==> config.mk <==
export PLATFORM = sky130hd
export DESIGN_NAME = alu_bit_serial_seq
export DESIGN_NICKNAME = d
export VERILOG_FILES = /design/src/rtl/alu_bit_serial_seq.sv
export SDC_FILE = /design/constraint.sdc
export NUM_CORES = 1
export LEC_CHECK = 0
export CAP_MARGIN = 20
export CORE_AREA = 2 2 59 61
export DETAILED_ROUTE_END_ITERATION = 16
export DIE_AREA = 0 0 61 63
export DONT_BUFFER_PORTS = 1
export HOLD_SLACK_MARGIN = 0.12
export PLACE_DENSITY = 0.59
export SKIP_LAST_GASP = 1
export SLEW_MARGIN = 40
export SYNTH_ARGS = -nofsm -noshare
export SYNTH_HDL_FRONTEND = slang
export SYNTH_SLANG_ARGS = --single-unit
==> constraint.sdc <==
create_clock -name clk -period 1.6 [get_ports clk]
set_clock_uncertainty 0.2 [all_clocks]
set_input_delay 0.16 -clock clk [delete_from_list [all_inputs] [get_ports clk]]
set_output_delay 0.16 -clock clk [all_outputs]
set_load 0.01 [all_outputs]
==> src/rtl/alu_bit_serial_seq.sv <==
// Bit-serial sequencer around a single ALU_1_bit slice: streams operands LSB-first,
// chains the carry through a register and reassembles F bits into a WIDTH-bit result.
module alu_bit_serial_seq #(
  parameter int WIDTH = 4,
  parameter int CNT_W = 2
) (
  input  logic             clk,
  input  logic             rst_n,
  input  logic             start,
  input  logic [WIDTH-1:0] op_a,
  input  logic [WIDTH-1:0] op_b,
  input  logic             op_cin,
  input  logic [1:0]       op_mode,
  output logic             accept_ok,
  output logic             busy,
  output logic             slice_a,
  output logic             slice_b,
  output logic             slice_cin,
  output logic             slice_m0,
  output logic             slice_m1,
  input  logic             slice_f,
  input  logic             slice_cout,
  input  logic             slice_n,
  output logic [WIDTH-1:0] result,
  output logic             result_cout,
  output logic             result_n,
  output logic             done
);

  typedef enum logic [1:0] {IDLE, RUN, DONE} state_t;

  state_t           state;
  logic [WIDTH-1:0] a_sh;
  logic [WIDTH-1:0] b_sh;
  logic [WIDTH-1:0] acc;
  logic [1:0]       mode;
  logic             carry;
  logic [CNT_W-1:0] cnt;

  localparam logic [CNT_W-1:0] LAST = CNT_W'(WIDTH - 1);

  // busy is exactly "state == RUN", so it gates the data-path outputs outside RUN
  assign slice_a   = busy & a_sh[0];
  assign slice_b   = busy & b_sh[0];
  assign slice_cin = busy & carry;
  assign slice_m0  = mode[0];
  assign slice_m1  = mode[1];

  always_ff @(posedge clk) begin
    if (!rst_n) begin
      state       <= IDLE;
      a_sh        <= '0;
      b_sh        <= '0;
      acc         <= '0;
      mode        <= '0;
      carry       <= 1'b0;
      cnt         <= '0;
      result      <= '0;
      result_cout <= 1'b0;
      result_n    <= 1'b0;
      done        <= 1'b0;
      busy        <= 1'b0;
      accept_ok   <= 1'b1;
    end else begin
      done <= 1'b0;
      case (state)
        IDLE, DONE: begin
          if (start) begin
            a_sh      <= op_a;
            b_sh      <= op_b;
            mode      <= op_mode;
            carry     <= op_cin;
            cnt       <= '0;
            state     <= RUN;
            busy      <= 1'b1;
            accept_ok <= 1'b0;
          end else begin
            state <= IDLE;
          end
        end
        RUN: begin
          carry <= slice_cout;
          a_sh  <= a_sh >> 1;
          b_sh  <= b_sh >> 1;
          acc   <= {slice_f, acc[WIDTH-1:1]};
          if (cnt == LAST) begin
            result      <= {slice_f, acc[WIDTH-1:1]};
            result_cout <= slice_cout;
            result_n    <= slice_n;
            done        <= 1'b1;
            busy        <= 1'b0;
            accept_ok   <= 1'b1;
            state       <= DONE;
          end else begin
            cnt <= cnt + 1'b1;
          end
        end
        default: begin
          state     <= IDLE;
          busy      <= 1'b0;
          accept_ok <= 1'b1;
        end
      endcase
    end
  end

endmodule

# Word-level counts from Yosys, hierarchy flattened
# Cells that the tools add are included.
[totals] wordCells=51 ff_bits=28
[classes] n_reduce_logical=9 n_mux=19 eq_ne=6 n_bitwise=3 addsub=1
[ops] operator="$pmux W4 S2" n=2
[ops] operator="$reduce_and A2 Y1" n=5
[ops] operator="$mux W4" n=2
[ops] operator="$pmux W2 S2" n=2
[ops] operator="$mux W1" n=7
[ops] operator="$mux W2" n=3
[ops] operator="$ne A2 B2 Y1 const B" n=3
[ops] operator="$pmux W1 S2" n=3
[ops] operator="$eq A2 B2 Y1 const B" n=2
[ops] operator="$and A1 B1 Y1" n=3
[ops] operator="$reduce_and A3 Y1" n=1
[ops] operator="$add A2 B1 Y2 const B" n=1
[ops] operator="$eq A2 B1 Y1 const B" n=1
[ops] operator="$logic_not A2 Y1" n=1
[ops] operator="$reduce_bool A2 Y1" n=1
[ops] operator="$reduce_or A2 Y1" n=1

# Depth between registers and ports, before layout
[depth] depth_word=4 depth_mapped=5

# Least setup slack after synthesis
# Ideal clock, no wire load.
[synth_path] kind="reg-to-reg" startpoint="reg cnt[0]" endpoint="reg accept_ok" required_ns=1.275 t_arrival_ns=1.017 slack_ns=0.258 setup_time_ns=0.125 path_stages_with_launch=6 synth_period_minus_slack_ns=1.342 path_cell_list="dfxtp_1 -> ha_1 -> buf_2 -> o21a_1 -> o21ai_0 -> nand2_1"
[synth_between] elab_chain_cells=3
[synth_lines] item="start: declaration" line="38" text="logic [CNT_W-1:0] cnt;"
[synth_lines] item="start signal: assignment" line="95" text="cnt <= cnt + 1'b1;"
[synth_lines] item="$eq A2 B2 Y1" line="86" text="if (cnt == LAST) begin"
[synth_lines] item="$ne A2 B2 Y1 (no line)"
[synth_lines] item="$reduce_and A2 Y1 (no line)"
[synth_lines] item="end signal: assignment" line="76" text="accept_ok <= 1'b0;"
[synth_lines] item="end signal: assignment" line="92" text="accept_ok <= 1'b1;"
[synth_lines] item="end signal: assignment" line="101" text="accept_ok <= 1'b1;"
[synth_lines] item="end: declaration" line="14" text="output logic accept_ok,"
# No other way between the ends.
# A chain may end at the register's enable or synchronous reset.

# Worst setup path after layout
[layout_path] startpoint="reg cnt[0]" endpoint="reg cnt[0]"
[layout_between] elab_chain_cells=3 elab_cells_between_ends=6 cone_classes="1 x add/sub; 2 x eq/ne; 2 x mux; 1 x reduce/logical"
[layout_lines] item="$add A2 B1 Y2 or $eq A2 B2 Y1 (tied branches)" line="95, 86"
[layout_lines] item="$mux W2 or $ne A2 B2 Y1 (tied branches)"
[layout_lines] item="$pmux W2 S2 or $reduce_and A3 Y1 (tied branches)"
# Parallel ways exist; a longest one is shown, timed or not. The select of a mux whose other input is x is not followed.

==> impl_summary.md <==
Clocking
The latest clock arrival within the worst-skew pair is 0.32 ns. The cell at the root of the clock tree is sky130_fd_sc_hd__clkbuf_4. The number of sinks handled by clock tree synthesis is 27.

Counting along the longest clock path gives a buffer depth of 2. Post-CTS timing repair inserted 0 buffers for setup. The maximum level of the CTS H-tree is 1.

After clock tree synthesis, the clock-pin slew on the worst setup and hold paths is 0.13 ns. The number of buffers created by CTS is 3. The clock tree from TritonCTS is yes.

Synthesis
The post-synthesis area per instance is just under 9 µm². The flip-flop and latch count after synthesis is 27. The cell area after synthesis is 0.00110 mm². The Yosys step of the flow raised 0 warnings. Counting every instance in the synthesized netlist gives ~130. Synthesis produced a netlist with a net count of 145.

Counting distinct cell types in the post-synthesis netlist gives 21. The share of synthesized area occupied by flip-flops and latches is 0.493.

GRT
The wire length of the first global-routing pass is roughly 3800 µm. The via count of the first global-routing pass is around 880. Entering global routing, the biggest net connects 28 pins.

The overall fraction of global-route tracks in use is 0.129. The total congestion overflow is 0. The number of antenna violations at the first check in global routing is 0.

Power
The highest ir drop seen on vdd is 0.000302 V. The static leakage is a little under 0.5 nW. Power spread over the standard cell area amounts to approximately 890 mW/mm².

Job
Across the run, the number of max-cap violations was 0.

Floorplan
The width of the die is between 60 and 70 µm. The height of the die is between 60 and 70 µm. The overall die area is 0.00384 mm². The initial utilization of the core area, before any placement, comes to 0.340. The core area is approximately 0.0032 mm².

Row generation in the floorplan step produced 21 rows. During I/O placement, the number of pins put on the boundary was 31.

Critical path
In this design, the largest share of critical-path delay is due to simple AND/OR/NAND/NOR gates. The setup slack of the most critical reg-to-reg path is between 0.15 and 0.2 ns. The slowest stage of the critical path is the sky130_fd_sc_hd__dfxtp_1 cell. Of all nets on the critical path, the largest fanout is 5. The worst setup path is captured at a flop.

The number of buffers and inverters on the critical path is 0. The delay of the slowest critical-path stage is about 0.35 ns. The setup path with the least slack is of type reg2reg.

For the worst setup path, the data required time is around 1.6 ns. The critical path launch point type is a flop. Traced cell by cell, the critical path runs through ha_1 > nor3b_2 > nand3b_1 > a21boi_1. Data on the critical path arrives at its endpoint at about 1.5 ns.

Drt
The via total after detailed routing is around 910. The detail route stage leaves a number of antenna-violating nets equal to 0. After detailed routing, the number of vias per cell comes to slightly below 5. In this run, the number of DRC markers left after iteration 0 of detailed routing was 35. The routed wirelength normalized by instance count is around 12 µm. The first TritonRoute pass finished after 4 iterations. The total wire length is approximately 2300 µm. For this run, design rule violations remaining after detail routing come to 0.

Timing
Of the available clock period, the critical path in the final layout requires 0.889. Timing would allow up to roughly 0.70 GHz. The worst path needs 1.42 ns of the cycle, external delays included. Setup repair after global routing left no endpoint under its margin. The transition at the pin with the smallest max-transition slack is between 0.7 and 0.8 ns. The number of pins with negative max-slew slack in the final report is 0. Setup violations remaining at the end of the flow were counted as 0. The worst path meets setup with roughly 0.18 ns of slack.

Adding up every negative setup slack in the final design gives 0 ns. The final hold violation count is 0. Headroom to the max-slew limit came out at 0.492. The tightest hold path in the finished design has a slack of ~0.28 ns.

Status
The flow ran to the end, and the final reports show no timing, DRC or antenna violations.

Finish
The number of diodes added for antenna fixing is 0. The area growth from synthesis to layout is 20.1%. The top cell types in the final layout, fill and taps aside, are sky130_fd_sc_hd__nand2_1 (34), sky130_fd_sc_hd__dfxtp_1 (27), sky130_fd_sc_hd__a21boi_1 (15), sky130_fd_sc_hd__dlygate4sd3_1 (15), sky130_fd_sc_hd__o21ai_0 (9). The area used by multi-input combinational logic is between 500 and 600 µm². The number of filler cells placed in the layout is 328. The fraction of final layout cells sized beyond drive strength 1 is 0.0563. The net count of the finished layout is approximately 160. Registers take ~540 µm².

The most common library cell in the layout ignoring fill and taps is sky130_fd_sc_hd__nand2_1.

Placement
At the end of routability-driven placement, the weighted congestion stood at about 0.7. The count of input and output buffers is 0. Summed over all nets, the half-perimeter wirelength after detailed placement is around 1600 µm.

Timing analysis after detailed placement gives a worst setup slack of 0.196 ns.

Min path
The type of the worst min-delay path is reg2reg.
-- cells in the mapped netlist (all sizes together) --
cell     n  share of area
and2b    1         0.0068
nor3b    1          0.011
a21boi  15           0.10
nor2b    1         0.0057
nand3    8          0.036
nand2   34           0.12
a31oi    7          0.040
buf      6          0.038
o21ai    9          0.041
and2     4          0.023
nand3b   3          0.021
ha       1          0.011
clkbuf   2         0.0068
nand2b   3          0.019
o21a     2          0.014
inv      1         0.0034
dfxtp   27           0.49
and3     2          0.011
-- registers in the layout, indices dropped and copies added, names as in the netlist --
signal and cells:
mode 2, result 4, done 1, accept_ok 1, result_cout 1, acc 3, cnt 2, b_sh 4
state 2, carry 1, busy 1, a_sh 4, result_n 1
-- stage by stage --
| step | power, mW | utilization | std cells | instance area (µm²) |
|---|---|---|---|---|
| 2_1_floorplan | 0.843 | - | 127 | 1100 |
| 3_3_place_gp | 0.850 | 0.349 | 168 | 1130 |
| 3_5_place_dp | 0.857 | 0.349 | 168 | 1130 |
| 4_1_cts | 1.18 | 0.407 | 188 | 1320 |
| 5_1_grt | 1.23 | 0.408 | 188 | 1320 |
| 6_report | 1.17 | 0.408 | 188 | 1320 |
-- power breakdown --
| part | total [mW] | switching (mW) | internal [mW] |
|---|---|---|---|
| clock network | 0.286 | 0.188 | 0.0975 |
| registers | 0.733 | 0.0253 | 0.708 |
| logic | 0.149 | 0.0759 | 0.0727 |
| total | 1.17 | 0.290 | 0.878 |
-- layout make-up --
cell class,count,area share
Sequential cell,27,0.410
Multi-Input combinational cell,91,0.383
Timing Repair Buffer,19,0.141
Tap cell,46,0.0437
Clock buffer,4,0.0199
Inverter,1,0.00285
-- worst min-delay path, stage by stage (launching register included) --
cell	delay [ns]
sky130_fd_sc_hd__dfxtp_1	0.34
sky130_fd_sc_hd__nand2_1	0.05
sky130_fd_sc_hd__a21boi_1	0.05
-- cells by family (layout without fill, tap and decap cells) --
group / count (synthesis) / in the layout / share of synthesized area
compound gates: 33 / 33 / 0.197
fa+ha+maj: 1 / 1 / 0.0114
buf+inv: 9 / 24 / 0.0479
flops: 27 / 27 / 0.493
simple gates: 57 / 57 / 0.251
-- path summary, 6_finish.rpt --
kind / startpoint / to / cells after the start
setup / recovery: cnt[0]$_SDFFE_PN0P_ / cnt[0]$_SDFFE_PN0P_ / 4
hold / removal: acc[1]$_SDFFE_PN0P_ / acc[1]$_SDFFE_PN0P_ / 2
setup reg to reg: cnt[0]$_SDFFE_PN0P_ / cnt[0]$_SDFFE_PN0P_ / 4
hold reg to reg: acc[1]$_SDFFE_PN0P_ / acc[1]$_SDFFE_PN0P_ / 2
-- layer usage --
layer | global-route usage | up-vias | routed length (µm) | share of wire
met2 | 0.200 | 18 | 1060 | 0.47
met4 | 0.0571 | 0 | 39 | 0.017
met3 | 0.0352 | 4 | 111 | 0.049
met5 | 0 | - | 0 | 0
li1 | - | 463 | - | -
met1 | 0.162 | 423 | 1050 | 0.47
-- what timing repair did --
| action | 4_1_cts | 5_1_grt |
|---|---|---|
| hold endpoints to repair | 27 | 0 |
| hold buffers | 16 | 0 |
| endpoints found under the setup margin | 0 | 6 |
| gates resized for setup | 0 | 1 |
Power figures use the tool's default switching activity.
